### src/rtl/fmac_saddr_filter_multi_if.sv
// Configuration, source-address strobe and decision signals of the
// source-MAC filter.
interface fmac_saddr_filter_multi_if #(
    parameter int IDX_W  = 2,
    parameter int ADDR_W = 48
);
    logic              filter_en;
    logic              filter_mode;
    logic              cfg_wr;
    logic [IDX_W-1:0]  cfg_idx;
    logic [ADDR_W-1:0] cfg_addr;
    logic [ADDR_W-1:0] cfg_mask;
    logic              cfg_ent_vld;
    logic [ADDR_W-1:0] mac_saddr;
    logic              mac_saddr_vld;
    logic              saddr_filter_done;
    logic              saddr_filter_drop;
    logic              saddr_filter_hit;
    logic [IDX_W-1:0]  saddr_filter_hit_idx;
    logic              saddr_filter_ovf;

    modport master (
        output filter_en, filter_mode, cfg_wr, cfg_idx, cfg_addr, cfg_mask,
               cfg_ent_vld, mac_saddr, mac_saddr_vld,
        input  saddr_filter_done, saddr_filter_drop, saddr_filter_hit,
               saddr_filter_hit_idx, saddr_filter_ovf
    );

    modport slave (
        input  filter_en, filter_mode, cfg_wr, cfg_idx, cfg_addr, cfg_mask,
               cfg_ent_vld, mac_saddr, mac_saddr_vld,
        output saddr_filter_done, saddr_filter_drop, saddr_filter_hit,
               saddr_filter_hit_idx, saddr_filter_ovf
    );
endinterface

### src/rtl/fmac_saddr_filter_multi.sv
// Multi-entry source-MAC filter: address/mask table compare with a
// fixed three-cycle IDLE/CHK/END decision sequence.
module fmac_saddr_filter_multi #(
    parameter int NUM_ENTRIES = 4,
    parameter int IDX_W       = 2,
    parameter int ADDR_W      = 48
) (
    input logic clk,
    input logic rst_,
    fmac_saddr_filter_multi_if.slave bus
);
    typedef enum logic [2:0] {
        IDLE = 3'b001,
        CHK  = 3'b010,
        END  = 3'b100
    } state_t;

    state_t state, state_nxt;

    logic [NUM_ENTRIES-1:0]             ent_vld;
    logic [NUM_ENTRIES-1:0][ADDR_W-1:0] ent_addr;
    logic [NUM_ENTRIES-1:0][ADDR_W-1:0] ent_mask;

    logic [NUM_ENTRIES-1:0] match, match_q;
    logic                   en_q, mode_q;
    logic                   hit, drop;
    logic [IDX_W-1:0]       hit_idx;
    logic                   accept;

    always_ff @(posedge clk) begin
        if (!rst_) begin
            ent_vld  <= '0;
            ent_addr <= '0;
            ent_mask <= '0;
        end else if (bus.cfg_wr) begin
            // Indices with no matching entry fall through and are ignored.
            for (int i = 0; i < NUM_ENTRIES; i++) begin
                if (bus.cfg_idx == IDX_W'(i)) begin
                    ent_vld[i]  <= bus.cfg_ent_vld;
                    ent_addr[i] <= bus.cfg_addr;
                    ent_mask[i] <= bus.cfg_mask;
                end
            end
        end
    end

    always_comb begin
        match = '0;
        for (int i = 0; i < NUM_ENTRIES; i++)
            match[i] = ent_vld[i] & ~|((bus.mac_saddr ^ ent_addr[i]) & ent_mask[i]);
    end

    always_comb begin
        hit     = |match_q;
        hit_idx = '0;
        for (int i = NUM_ENTRIES - 1; i >= 0; i--)
            if (match_q[i]) hit_idx = IDX_W'(i);
        drop = en_q & (mode_q ? hit : ~hit);
    end

    always_ff @(posedge clk) begin
        if (!rst_) state <= IDLE;
        else       state <= state_nxt;
    end

    always_comb begin
        state_nxt = IDLE;
        accept    = 1'b0;
        case (state)
            IDLE: begin
                accept    = bus.mac_saddr_vld;
                state_nxt = bus.mac_saddr_vld ? CHK : IDLE;
            end
            CHK:     state_nxt = END;
            END:     state_nxt = IDLE;
            default: state_nxt = IDLE;
        endcase
    end

    always_ff @(posedge clk) begin
        if (!rst_) begin
            match_q                  <= '0;
            en_q                     <= 1'b0;
            mode_q                   <= 1'b0;
            bus.saddr_filter_done    <= 1'b0;
            bus.saddr_filter_drop    <= 1'b0;
            bus.saddr_filter_hit     <= 1'b0;
            bus.saddr_filter_hit_idx <= '0;
            bus.saddr_filter_ovf     <= 1'b0;
        end else begin
            // Snapshot at the strobe edge isolates the result from later cfg changes.
            if (accept) begin
                match_q <= match;
                en_q    <= bus.filter_en;
                mode_q  <= bus.filter_mode;
            end
            bus.saddr_filter_done    <= (state == CHK);
            bus.saddr_filter_drop    <= (state == CHK) & drop;
            bus.saddr_filter_hit     <= (state == CHK) & hit;
            bus.saddr_filter_hit_idx <= (state == CHK) ? hit_idx : '0;
            bus.saddr_filter_ovf     <= bus.mac_saddr_vld & ((state == CHK) | (state == END));
        end
    end
endmodule
### src/flat_wrapper.sv
// flat-port wrapper written by rule: the top's interface ports become plain ports
module fmac_saddr_filter_multi_flat 
#(
    parameter int NUM_ENTRIES = 4,
    parameter int IDX_W       = 2,
    parameter int ADDR_W      = 48
)
  (clk, rst_, bus_filter_en, bus_filter_mode, bus_cfg_wr, bus_cfg_idx, bus_cfg_addr, bus_cfg_mask, bus_cfg_ent_vld, bus_mac_saddr, bus_mac_saddr_vld, bus_saddr_filter_done, bus_saddr_filter_drop, bus_saddr_filter_hit, bus_saddr_filter_hit_idx, bus_saddr_filter_ovf);
  fmac_saddr_filter_multi_if #(.IDX_W(IDX_W), .ADDR_W(ADDR_W)) bus_i ();
  input logic clk;
  input logic rst_;
  input wire logic [$bits(bus_i.filter_en)-1:0] bus_filter_en;
  input wire logic [$bits(bus_i.filter_mode)-1:0] bus_filter_mode;
  input wire logic [$bits(bus_i.cfg_wr)-1:0] bus_cfg_wr;
  input wire logic [$bits(bus_i.cfg_idx)-1:0] bus_cfg_idx;
  input wire logic [$bits(bus_i.cfg_addr)-1:0] bus_cfg_addr;
  input wire logic [$bits(bus_i.cfg_mask)-1:0] bus_cfg_mask;
  input wire logic [$bits(bus_i.cfg_ent_vld)-1:0] bus_cfg_ent_vld;
  input wire logic [$bits(bus_i.mac_saddr)-1:0] bus_mac_saddr;
  input wire logic [$bits(bus_i.mac_saddr_vld)-1:0] bus_mac_saddr_vld;
  output wire logic [$bits(bus_i.saddr_filter_done)-1:0] bus_saddr_filter_done;
  output wire logic [$bits(bus_i.saddr_filter_drop)-1:0] bus_saddr_filter_drop;
  output wire logic [$bits(bus_i.saddr_filter_hit)-1:0] bus_saddr_filter_hit;
  output wire logic [$bits(bus_i.saddr_filter_hit_idx)-1:0] bus_saddr_filter_hit_idx;
  output wire logic [$bits(bus_i.saddr_filter_ovf)-1:0] bus_saddr_filter_ovf;
  assign bus_i.filter_en = bus_filter_en;
  assign bus_i.filter_mode = bus_filter_mode;
  assign bus_i.cfg_wr = bus_cfg_wr;
  assign bus_i.cfg_idx = bus_cfg_idx;
  assign bus_i.cfg_addr = bus_cfg_addr;
  assign bus_i.cfg_mask = bus_cfg_mask;
  assign bus_i.cfg_ent_vld = bus_cfg_ent_vld;
  assign bus_i.mac_saddr = bus_mac_saddr;
  assign bus_i.mac_saddr_vld = bus_mac_saddr_vld;
  assign bus_saddr_filter_done = bus_i.saddr_filter_done;
  assign bus_saddr_filter_drop = bus_i.saddr_filter_drop;
  assign bus_saddr_filter_hit = bus_i.saddr_filter_hit;
  assign bus_saddr_filter_hit_idx = bus_i.saddr_filter_hit_idx;
  assign bus_saddr_filter_ovf = bus_i.saddr_filter_ovf;
  fmac_saddr_filter_multi #(.NUM_ENTRIES(NUM_ENTRIES), .IDX_W(IDX_W), .ADDR_W(ADDR_W)) u_core (.clk(clk), .rst_(rst_), .bus(bus_i));
endmodule
### config.mk
export PLATFORM = sky130hd
export DESIGN_NAME = fmac_saddr_filter_multi_flat
export DESIGN_NICKNAME = d
export VERILOG_FILES = /design/src/rtl/fmac_saddr_filter_multi_if.sv /design/src/rtl/fmac_saddr_filter_multi.sv /design/src/flat_wrapper.sv
export SDC_FILE = /design/constraint.sdc
export NUM_CORES = 1
export LEC_CHECK = 0
export ABC_CLOCK_PERIOD_IN_PS = 1300
export BUFFER_PORTS_ARGS = -buffer_cell sky130_fd_sc_hd__buf_4
export CAP_MARGIN = 10
export CORE_MARGIN = 3
export CORE_UTILIZATION = 54
export DETAILED_ROUTE_END_ITERATION = 12
export GPL_ROUTABILITY_DRIVEN = 1
export GPL_TIMING_DRIVEN = 0
export PLACE_DENSITY = 0.87
export REMOVE_ABC_BUFFERS = 1
export SETUP_SLACK_MARGIN = 0.02
export SLEW_MARGIN = 20
export SYNTH_ARGS = -nofsm -noshare
export SYNTH_HDL_FRONTEND = slang
export SYNTH_SLANG_ARGS = --single-unit
export TNS_END_PERCENT = 20
### constraint.sdc
create_clock -name clk -period 1.3 [get_ports clk]
set_input_delay 0.26 -clock clk [delete_from_list [all_inputs] [get_ports clk]]
set_output_delay 0.26 -clock clk [all_outputs]
set_load 0.005 [all_outputs]
==> results of run 1 <==
[kinds of logic after synthesis]
family | Yosys count | synth area share, %
compound gates | 485 | 21.4
xor+xnor | 194 | 9.72
buf+inv | 134 | 3.69
flops | 403 | 46.2
mux | 2 | 0.115
simple gates | 841 | 18.9
[layout make-up]
type	count	area (µm²)
Inverter	4	15.0
Clock buffer	60	1230
Timing Repair Buffer	236	2220
Fill cell	2417	10500
Clock inverter	17	246
Sequential cell	403	8080
Multi-Input combinational cell	1529	8980
Tap cell	402	503
[power by group]
group          switching, W  internal [W]
registers          0.000256        0.0128
logic               0.00166       0.00126
clock network       0.00499       0.00780
[worst paths after layout]
kind,from,to,slack (ns)
setup / recovery,u_core.state[2],u_core.match_q[0],-0.39
hold / removal,bus_cfg_mask[47],u_core.ent_mask[143],0.005
setup reg to reg,u_core.state[2],u_core.match_q[0],-0.39
hold reg to reg,u_core.ent_mask[73],u_core.ent_mask[73],0.45
[placed cells by master (no fill, tap or decap), drive strengths merged]
master / synthesis / routed
nand2: 787 / 787
dfxtp: 403 / 403
a21boi: 388 / 388
xor2: 194 / 194
buf: 55 / 190
a22oi: 72 / 72
clkbuf: 75 / 61
dlygate4sd3: 0 / 44
nand4: 24 / 24
a22o: 12 / 12
a221oi: 12 / 12
nor3: 9 / 9
clkinv: 0 / 8
inv: 4 / 7
bufinv: 0 / 6
or2: 2 / 6
nor2: 5 / 5
and3: 3 / 4
nor2b: 3 / 3
mux2i: 2 / 2
nor4: 2 / 2
or3b: 1 / 2
nand3: 1 / 2
and4bb: 1 / 1
and2b: 1 / 1
nand3b: 1 / 1
a21oi: 1 / 1
nor3b: 1 / 1
bufbuf: 0 / 1
[state kept, by name, indices dropped and copies added, names as in the netlist]
register and flops:
u_core.ent_addr 192, u_core.bus.saddr_filter_drop 1, u_core.en_q 1, u_core.mode_q 1, u_core.bus.saddr_filter_ovf 1, u_core.bus.saddr_filter_hit_idx 2, u_core.ent_mask 192, u_core.state 3
u_core.match_q 4, u_core.ent_vld 4, u_core.bus.saddr_filter_hit 1, u_core.bus.saddr_filter_done 1
[per-layer routing]
metal / vias to the layer above / share of wire (%) / GRT usage, %
met2: 653 / 48 / 46.2
met1: 7246 / 41 / 34.3
met4: 0 / 3.3 / 9.20
met5: - / 0 / 0
li1: 7112 / - / -
met3: 126 / 7.5 / 4.71
[worst max-delay path, delay by kind of cell (launching register included)]
kind            cells  cell delay [ns]
simple gates        4             0.89
compound gates      2             0.42
flops               1             0.31
[through the flow]
stage	worst slack, ns	instance area, µm²	TNS, ns	std cells
after floorplan	-2.05	16800	-536.77	1929
after global placement	-4.35	18500	-1247.56	2489
after detailed placement	-0.866	19000	-152.88	2510
after CTS	-0.399	21100	-1.34	2637
after global routing	-0.449	21300	-1.70	2651
final	-0.391	21300	-1.40	2651
[timing repair]
item,CTS,global route
gates cloned,2,7
gates resized for setup,20,15
pin swaps,23,12
setup buffers,4,7
hold buffers,44,0
hold endpoints to repair,81,0
endpoints found under the setup margin,83,142
==> summary.log, run 1 <==
qor: status.run_status complete, but fails checks
qor: status.failed_checks negative setup slack
qor: clock_tree.tritoncts done
qor: cells_and_area.fin_nets 2369
qor: synth.post-synth-top-area-fraction 46.2%
qor: worst_hold_path.min_path_type in -> reg
qor: global_routing.global_route.usage.total 26.9%
qor: timing.worst-slew-pin-transition 0.837 ns
qor: worst_setup_path.worstSetupEndpointType register
qor: clock_tree.cts_root_buf sky130_fd_sc_hd__clkbuf_16
qor: clock_tree.cts_inserted_buffers 42
qor: die.io-pin-count 159
qor: worst_setup_path.worst-r2r-cell-count 6
qor: die.floorplan.initialDensity 55.1%
qor: synth.post-synth-top-count-cell sky130_fd_sc_hd__nand2_1
qor: global_routing.global_route_wire_length_before_repair 74600 µm
qor: synth.ys_top_cells_by_area sky130_fd_sc_hd__dfxtp_1 (46%), sky130_fd_sc_hd__nand2_1 (17%), sky130_fd_sc_hd__a21boi_0 (14%), sky130_fd_sc_hd__xor2_1 (9.7%), sky130_fd_sc_hd__a22oi_1 (3.1%)
qor: clock_tree.clkSlewWorstSetupHoldPaths 0.06 ns
qor: worst_setup_path.cp_data_required_time 1.78 ns
qor: route.avgRoutedWirePerCell 19.0 µm
qor: synth.ys.warnings.count 0
qor: timing.slew_headroom 44.2%
qor: global_routing.via_count_of_the_first_global_routing_pass 14504
qor: synth.synth_top_cell_by_area sky130_fd_sc_hd__dfxtp_1
qor: die.chipWidth 186 µm
qor: die.fp.dieArea 0.0346 mm²
qor: clock_tree.cts_max_level 2
qor: worst_setup_path.crit_path_max_fanout 5
qor: synth.synth_sequential_area_ratio 46.2%
qor: global_routing.global_route.overflow_total 0
qor: worst_setup_path.sequence_of_cells_on_the_critical_path and4bb_4 -> nand2_8 -> a221oi_4 -> nand4_1 -> nor3_2 -> a22o_1
qor: synth.yosysUniqueCellTypes 31
qor: global_routing.grt_start_max_net_pins 158
qor: route.dr_total_vias 15137
qor: cells_and_area.diodes 0
qor: timing.whs 0.00528 ns
qor: global_routing.antenna_violations_before_repair 1
qor: route.finalWirelength 50400 µm
qor: timing.finalSetupViolCount 5
qor: worst_setup_path.critical_path_arrival 2.18 ns
qor: worst_setup_path.worst_setup_path_start_kind register
qor: die.std_cell_rows 65
qor: synth.synth_flop_cell sky130_fd_sc_hd__dfxtp_1
qor: placement.place.detailed.hpwl 30800 µm
qor: clock_tree.worstSkewPairLatency 0.54 ns
qor: timing.fin_skew 0.0245 ns
qor: synth.post_synthesis_cell_area 0.0175 mm²
qor: clock_tree.numClockSinks 403
qor: timing.finalHoldViolations 0
qor: timing.final-max-slew-violation-count 0
qor: pwr.p_leak 8.24 nW
qor: placement.portBuffers 158
qor: worst_setup_path.critical_path.max_stage_delay 0.38 ns
qor: cells_and_area.post-route-util 67.0%
qor: route.iteration_0_drc_count_of_the_detailed_router 1444
qor: worst_setup_path.worstSetupPathType reg -> reg
qor: synth.synthTopCellsByCount sky130_fd_sc_hd__nand2_1 (786), sky130_fd_sc_hd__dfxtp_1 (403), sky130_fd_sc_hd__a21boi_0 (319)
qor: synth.synth_async_sr_flop_share 0%
qor: synth.post_synthesis_cell_count 2059
qor: flow_run.drv_cap 0
qor: clock_tree.cts_max_path_buffers 3
qor: cells_and_area.drive_above_1_share 13.7%
qor: timing.setup_repair_after_global_routing_missed_its_margin yes
qor: timing.share_of_the_clock_period_used_by_the_worst_path 130%
qor: route.drt.antenna.violating_nets 0
qor: route.drcViolationCount 0
qor: pwr.p_per_area 1350 mW/mm²
qor: cells_and_area.area_growth_syn_to_layout 21.7%
qor: timing.final_critical_path_setup_slack -0.391 ns
qor: timing.finalWorstPathRequiredPeriod 1.69 ns
qor: worst_setup_path.timing.critical_path.slowest_stage_cell sky130_fd_sc_hd__and4bb_4
qor: synth.postSynthAreaPerCell 8.49 µm²
qor: pwr.fin_total_pwr 0.0287 W
qor: timing.fmax 591 MHz
qor: worst_hold_path.hold_path_depth 3
qor: pwr.worst_ir_drop_vdd 0.00106 V
qor: placement.gpl.final_weighted_congestion 0.809
qor: route.vias_per_cell 5.71
qor: synth.yosys_register_bits 403
qor: die.core_footprint 0.0317 mm²
qor: synth.synth_enable_flop_cells 0
qor: die.die_y 186 µm
qor: route.drt-pass1-iter-count 6
No activity file was read; power rests on OpenSTA's default activity.
==> run 2: changes to the inputs <==
==> constraint.sdc (replaced) <==
create_clock -name clk -period 1.3 [get_ports clk]
set_input_delay 0.13 -clock clk [delete_from_list [all_inputs] [get_ports clk]]
set_output_delay 0.13 -clock clk [all_outputs]
set_load 0.005 [all_outputs]
==> run 2 against run 1 <==
  * Critical path depth unchanged
  * The flow finishes with violations (negative hold slack, negative setup slack)
  * Fmax shrank 0.18%
  * Flip-flop and latch count stayed put
  * Sequential power about the same
  * Clock power barely moved
  * Critical path type unchanged
==> summary.log, run 2 (synthesized netlist as in run 1, its figures left out) <==
qor: worst_setup_path.timing.critical_path.slowest_stage_cell sky130_fd_sc_hd__and4bb_4
qor: placement.place.detailed.hpwl 30800 µm [unchanged]
qor: timing.final_critical_path_setup_slack -0.394 ns [-0.00297 ns]
qor: pwr.sw_frac_of_total 23.8% [-0.25 points]
qor: timing.fin_skew 0.0234 ns [-0.00115 ns]
qor: route.drt.antenna.violating_nets 0 [unchanged]
qor: timing.worst-slew-pin-transition 0.836 ns [-0.00104 ns]
qor: die.fp.dieArea 0.0346 mm² [unchanged]
qor: route.drcViolationCount 0 [unchanged]
qor: cells_and_area.drive_above_1_share 12.8% [-0.92 points]
qor: flow_run.drv_cap 0 [unchanged]
qor: timing.final_setup_tns -1.41 ns [-0.00722 ns]
qor: pwr.p_int 0.0219 W [+0.40%]
qor: status.run_status complete, but fails checks
qor: global_routing.global_route.usage.total 26.5% [-0.40 points]
qor: timing.fmax 590 MHz [-0.18%]
qor: clock_tree.cts_inserted_buffers 42 [unchanged]
qor: route.finalWirelength 48300 µm [-4.2%]
qor: timing.setup_repair_after_global_routing_missed_its_margin yes
qor: pwr.power.share.combinational 10.3% [about the same]
qor: worst_setup_path.worstSetupEndpointType register
qor: worst_hold_path.min_path_type in -> reg
qor: global_routing.global_route_wire_length_before_repair 74300 µm [-0.40%]
qor: status.failed_checks negative hold slack, negative setup slack
qor: die.floorplan.initialDensity 55.1% [unchanged]
qor: global_routing.global_route.overflow_total 0 [unchanged]
qor: die.std_cell_rows 65 [unchanged]
qor: worst_setup_path.critical_path_buf_inv_count 0 [unchanged]
qor: clock_tree.clkSlewWorstSetupHoldPaths 0.06 ns [about the same]
qor: route.drt-pass1-iter-count 5 [-1]
qor: global_routing.via_count_of_the_first_global_routing_pass 14554 [+0.34%]
qor: clock_tree.cts_root_buf sky130_fd_sc_hd__clkbuf_16
qor: route.avgRoutedWirePerCell 17.9 µm [-5.8%]
qor: global_routing.grt_start_max_net_pins 167 [+5.7%]
qor: clock_tree.numClockSinks 403 [unchanged]
qor: placement.portBuffers 158 [unchanged]
qor: cells_and_area.commonest_non_fill_non_tap_cells_in_the_layout sky130_fd_sc_hd__nand2_1 (785), sky130_fd_sc_hd__dfxtp_1 (398), sky130_fd_sc_hd__a21boi_0 (316)
qor: pwr.p_per_area 1320 mW/mm² [-2.0%]
qor: pwr.power_frac_seq 45.3% [about the same]
qor: die.die_y 186 µm [unchanged]
qor: die.io-pin-count 159 [unchanged]
qor: cells_and_area.biggest_registers_after_layout u_core.ent_addr: 192 flops, u_core.ent_mask: 192 flops
qor: timing.slew_headroom 44.3% [+0.070 points]
qor: worst_setup_path.critical_path_arrival 2.18 ns [about the same]
qor: worst_setup_path.critical_path.max_stage_delay 0.38 ns [about the same]
qor: cells_and_area.final_common_cell sky130_fd_sc_hd__nand2_1
qor: worst_setup_path.worst_setup_path_start_kind register
qor: timing.share_of_the_clock_period_used_by_the_worst_path 130% [+0.23 points]
qor: worst_setup_path.cp_top_family simple AND/OR/NAND/NOR gates
qor: timing.whs -0.0106 ns [-0.0159 ns]
qor: cells_and_area.finish.instance_area 0.0217 mm² [+2.1%]
qor: clock_tree.cts_max_level 2 [unchanged]
qor: timing.final-max-slew-violation-count 0 [unchanged]
qor: placement.numPlacedInstances 2510 [unchanged]
qor: worst_setup_path.crit_path_max_fanout 5 [unchanged]
qor: clock_tree.worstSkewPairLatency 0.54 ns [about the same]
qor: die.chipWidth 186 µm [unchanged]
qor: timing.finalSetupViolCount 4 [-1]
qor: timing.finalHoldViolations 9 [+9]
qor: route.vias_per_cell 5.56 [-2.6%]
qor: worst_setup_path.sequence_of_cells_on_the_critical_path and4bb_4 -> nand2_8 -> a221oi_4 -> nand4_1 -> nor3_2 -> a22o_1
qor: cells_and_area.fin_nets 2414 [+1.9%]
qor: global_routing.antenna_violations_before_repair 3 [+2]
qor: pwr.p_leak 8.42 nW [+2.2%]
qor: placement.placed_cell_area 0.0190 mm² [unchanged]
qor: worst_setup_path.worstSetupPathType reg -> reg
qor: worst_setup_path.ff2ff_setup_slack -0.39 ns [about the same]
qor: cells_and_area.layoutNonFillerInstCount 2697 [+1.7%]
qor: cells_and_area.area_growth_syn_to_layout 24.2%
qor: route.dr_total_vias 15002 [-0.89%]
qor: clock_tree.tritoncts done
qor: pwr.worst_ir_drop_vdd 0.00106 V [about the same]
qor: pwr.power_switching 0.00684 W [-0.96%]
qor: worst_setup_path.cp_data_required_time 1.78 ns [about the same]
qor: timing.finalWorstPathRequiredPeriod 1.69 ns [+0.00297 ns]
qor: placement.place_worst_setup_slack -0.736 ns [+0.130 ns]
qor: clock_tree.cts_max_path_buffers 3 [unchanged]
qor: placement.gpl.final_weighted_congestion 0.809 [unchanged]
qor: route.iteration_0_drc_count_of_the_detailed_router 1343 [-7.0%]
qor: pwr.power.clock.fraction 44.4% [about the same]
qor: die.core_footprint 0.0317 mm² [unchanged]
-- run 2: cell count changes in the layout (fill, tap and decap cells not counted), sizes merged --
| cell | delta |
|---|---|
| dlygate4sd3 | +57 |
| buf | -5 |
| or2 | -4 |
| and3 | -1 |
| bufbuf | -1 |
| diode | +1 |
| nand3 | -1 |
-- run 2: repair_timing --
action	in CTS	in global routing
endpoints found under the setup margin	17	77
cloned	0	2
hold buffers	100	1
gates resized for setup	20	9
hold endpoints to repair	391	1
pin swaps	17	13
buffers inserted	2	4
-- run 2: power by group through the flow --
stage | sequential [W] | combinational, W | clock (W)
finish | 0.0130 | 0.00297 | 0.0128
global route | 0.0130 | 0.00322 | 0.0133
CTS | 0.0130 | 0.00287 | 0.0129
detailed placement | 0.0133 | 0.00256 | 0
global placement | 0.0132 | 0.00245 | 0
floorplan | 0.0132 | 0.00123 | 0
-- run 2: final cells by class --
type | count | area [µm²]
well taps | 402 | 503
inverters | 4 | 15.0
fillers | 2360 | 10000
flip-flops and latches | 403 | 8070
diodes | 1 | 2.50
clock inverters | 17 | 246
multi-input cells | 1523 | 8930
repair buffers | 287 | 2710
clock buffers | 60 | 1230
-- run 2: worst paths after layout --
| kind | to | depth (start not counted) | startpoint |
|---|---|---|---|
| worst max-delay path | u_core.match_q[0] | 6 | u_core.state[2] |
| worst max register to register | u_core.match_q[0] | 6 | u_core.state[2] |
| worst min-delay path | u_core.ent_addr[43] | 2 | rst_ |
| worst min register to register | u_core.ent_mask[73] | 2 | u_core.ent_mask[73] |
-- run 2: worst reg2reg max path, delay by kind of cell (launching register included) --
family | cells | cell delay (ns)
simple gates | 4 | 0.91
flops | 1 | 0.31
compound gates | 2 | 0.42
-- run 2: stage by stage --
| step | power, W | hold WS [ns] | utilization (%) |
|---|---|---|---|
| 4_1_cts | 0.0287 | 0.00730 | 68.1 |
| 6_report | 0.0287 | -0.0106 | 68.5 |
| 2_1_floorplan | 0.0144 | 0.258 | - |
| 3_3_place_gp | 0.0157 | 0.375 | 58.4 |
| 3_5_place_dp | 0.0158 | 0.385 | 59.9 |
| 5_1_grt | 0.0296 | 0.00119 | 68.5 |
-- run 2: routing by layer --
layer | vias up | routed length, µm | GRT usage (%)
met5 | - | 0 | 0
met4 | 0 | 1290 | 8.19
met3 | 97 | 2940 | 3.60
met2 | 512 | 23500 | 46.1
met1 | 7208 | 20600 | 34.4
li1 | 7185 | - | -
==> run 3: changes to the inputs <==
Settings changed: BUFFER_PORTS_ARGS -buffer_cell sky130_fd_sc_hd__buf_4 to default, CORE_MARGIN 3 to default, CORE_UTILIZATION 54 to 57, DONT_BUFFER_PORTS from default to 1, PLACE_DENSITY 0.87 to 0.86.
==> run 3 against run 2 <==
  * The run still ends with negative hold slack, negative setup slack left
  * Register-to-register slack improved by 0.03 ns
  * Die area fell by 9.2%
  * Clock power is 8% lower
  * Fmax rose by 1.5%
==> summary.log, run 3 (synthesized netlist as in run 1, its figures left out) <==
qor: worst_setup_path.crit_path_max_fanout 2 [-3]
qor: timing.finalWorstPathRequiredPeriod 1.67 ns [-0.0253 ns]
qor: pwr.worst_ir_drop_vdd 0.00110 V [+3.6%]
qor: worst_setup_path.timing.critical_path.slowest_stage_cell sky130_fd_sc_hd__dfxtp_1
qor: global_routing.global_route.usage.total 30.8% [+4.3 points]
qor: die.io-pin-count 159 [unchanged]
qor: die.die_y 177 µm [-4.7%]
qor: clock_tree.cts_inserted_buffers 42 [unchanged]
qor: timing.slew_headroom 50.4% [+6.2 points]
qor: worst_hold_path.min_path_type in -> reg
qor: worst_setup_path.critical_path_arrival 2.14 ns [-0.04 ns]
qor: clock_tree.cts_root_buf sky130_fd_sc_hd__clkbuf_16
qor: worst_hold_path.hold_path_depth 1 [-1]
qor: cells_and_area.finish.instance_area 0.0217 mm² [-0.28%]
qor: die.floorplan.initialDensity 58.5% [+3.4 points]
qor: worst_setup_path.worstSetupPathType reg -> reg
qor: clock_tree.cts_max_level 2 [unchanged]
qor: placement.portBuffers 0 [-100%]
qor: worst_setup_path.cell_seen_most_often_among_critical_path_stages sky130_fd_sc_hd__a22o_1
qor: global_routing.global_route.overflow_total 0 [unchanged]
qor: worst_setup_path.worstSetupEndpointType register
qor: route.dr_total_vias 15124 [+0.81%]
qor: pwr.p_per_area 1260 mW/mm² [-4.6%]
qor: worst_setup_path.cp_data_required_time 1.77 ns [about the same]
qor: cells_and_area.layoutNonFillerInstCount 2655 [-1.6%]
qor: route.drcViolationCount 0 [unchanged]
qor: cells_and_area.commonest_non_fill_non_tap_cells_in_the_layout sky130_fd_sc_hd__nand2_1 (785), sky130_fd_sc_hd__dfxtp_1 (394), sky130_fd_sc_hd__a21boi_0 (293)
qor: clock_tree.worstSkewPairLatency 0.53 ns [about the same]
qor: flow_run.drv_cap 0 [unchanged]
qor: placement.gpl.final_weighted_congestion 0.789 [-2.5%]
qor: global_routing.antenna_violations_before_repair 5 [+2]
qor: die.std_cell_rows 63 [-3.1%]
qor: die.chipWidth 177 µm [-4.7%]
qor: cells_and_area.post-route-util 72.5% [+4.0 points]
qor: timing.fmax 599 MHz [+1.5%]
qor: global_routing.global_route_wire_length_before_repair 77300 µm [+4.0%]
qor: worst_setup_path.worst-r2r-cell-count 6 [unchanged]
qor: worst_setup_path.worst_setup_path_start_kind register
qor: route.vias_per_cell 5.70 [+2.4%]
qor: timing.whs -0.212 ns [-0.201 ns]
qor: cells_and_area.drive_above_1_share 5.62% [-7.2 points]
qor: pwr.fin_total_pwr 0.0274 W [-4.8%]
qor: global_routing.via_count_of_the_first_global_routing_pass 15005 [+3.1%]
qor: placement.place.detailed.hpwl 28900 µm [-6.2%]
qor: timing.fin_skew 0.00760 ns [-0.0158 ns]
qor: clock_tree.cts_max_path_buffers 3 [unchanged]
qor: clock_tree.clkSlewWorstSetupHoldPaths 0.06 ns [about the same]
qor: worst_setup_path.sequence_of_cells_on_the_critical_path xor2_1 -> a22o_1 -> a221oi_2 -> nand4_1 -> nor3_2 -> a22o_1
qor: route.drt.antenna.violating_nets 0 [unchanged]
qor: timing.finalSetupViolCount 5 [+1]
qor: worst_setup_path.critical_path.max_stage_delay 0.36 ns [-0.02 ns]
qor: global_routing.grt_start_max_net_pins 394 [+140%]
qor: pwr.p_leak 8.39 nW [-0.42%]
qor: route.finalWirelength 50700 µm [+5.0%]
qor: timing.finalHoldViolations 13 [+4]
qor: timing.worst-slew-pin-transition 0.743 ns [-0.0934 ns]
qor: timing.setup_repair_after_global_routing_missed_its_margin yes
qor: timing.final-max-slew-violation-count 0 [unchanged]
qor: status.run_status complete, but fails checks
qor: placement.placed_cell_area 0.0178 mm² [-6.6%]
qor: die.fp.dieArea 0.0314 mm² [-9.2%]
qor: cells_and_area.area_growth_syn_to_layout 23.9%
qor: clock_tree.tritoncts done
qor: route.avgRoutedWirePerCell 19.1 µm [+6.7%]
qor: cells_and_area.final_common_cell sky130_fd_sc_hd__nand2_1
qor: clock_tree.numClockSinks 403 [unchanged]
qor: route.drt-pass1-iter-count 5 [unchanged]
qor: cells_and_area.biggest_registers_after_layout u_core.ent_addr: 192 flops, u_core.ent_mask: 192 flops
qor: status.failed_checks negative hold slack, negative setup slack
qor: die.core_footprint 0.0299 mm² [-5.8%]
qor: cells_and_area.fillers 2049 [-13%]
qor: route.iteration_0_drc_count_of_the_detailed_router 1488 [+11%]
qor: timing.share_of_the_clock_period_used_by_the_worst_path 128% [-1.9 points]
qor: cells_and_area.fin_nets 2388 [-1.1%]
qor: placement.numPlacedInstances 2338 [-6.9%]
qor: timing.final_critical_path_setup_slack -0.369 ns [+0.0253 ns]
run 3: changes by cell type in the layout (fill, tap and decap cells not counted), moves of 5 or more:
cell	change
sky130_fd_sc_hd__diode_2	+5
sky130_fd_sc_hd__a21boi_0	-23
sky130_fd_sc_hd__a21boi_1	+22
sky130_fd_sc_hd__dlygate4sd3_1	+136
sky130_fd_sc_hd__buf_4	-159
sky130_fd_sc_hd__clkinv_2	-7
run 3: area by class of cell:
cell class	count	area [µm²]	area share, %
antenna	6	15.0	0.0693
clock buffer	61	1210	5.61
clock inverter	7	120	0.555
inverter	4	15.0	0.0693
multi-input combinational	1525	8940	41.3
sequential	403	8080	37.3
tap	390	488	2.25
timing repair buffer	259	2780	12.8
run 3: through the flow:
step | worst slack (ns) | hold slack (ns) | TNS (ns)
6_report | -0.369 | -0.212 | -1.43
5_1_grt | -0.446 | -0.231 | -1.79
4_1_cts | -0.345 | -0.214 | -1.34
3_3_place_gp | -4.06 | 0.266 | -1138.37
3_5_place_dp | -0.527 | 0.272 | -40.30
2_1_floorplan | -1.92 | 0.258 | -486.33
run 3: worst paths after layout:
check,startpoint,end,slack (ns)
setup / recovery,u_core.ent_addr[65],u_core.match_q[1],-0.37
hold reg to reg,u_core.ent_mask[43],u_core.ent_mask[43],0.45
setup reg to reg,u_core.ent_addr[65],u_core.match_q[1],-0.37
hold / removal,rst_,u_core.ent_addr[14],-0.21
run 3: routing by layer:
layer	vias up	GRT usage (%)	part of all wire, %
met5	-	0	0
met4	0	10.7	3.1
met3	126	4.85	6.9
met2	553	53.6	49
met1	7298	38.5	41
li1	7147	-	-
run 3: critical path: cells and delay by family, from the launching register on:
kind,cells,cell delay (ns)
simple gates,2,0.51
flops,1,0.36
xor+xnor,1,0.18
compound gates,3,0.56
run 3: report_power, final:
part	switching, W	internal, W	leakage [nW]	total, W
clock	0.00480	0.00703	0.648	0.0118
sequential	0.000258	0.0128	3.28	0.0130
combinational	0.00131	0.00120	4.46	0.00251
total	0.00636	0.0210	8.39	0.0274
run 3: repair_timing:
| item | CTS | global route |
|---|---|---|
| setup endpoints to repair | 5 | 89 |
| endpoints found under the hold margin | 394 | 288 |
| cloned | 0 | 3 |
| pin swaps | 12 | 28 |
| buffers inserted | 1 | 2 |
| hold buffers | 214 | 23 |
| resized for setup | 12 | 43 |
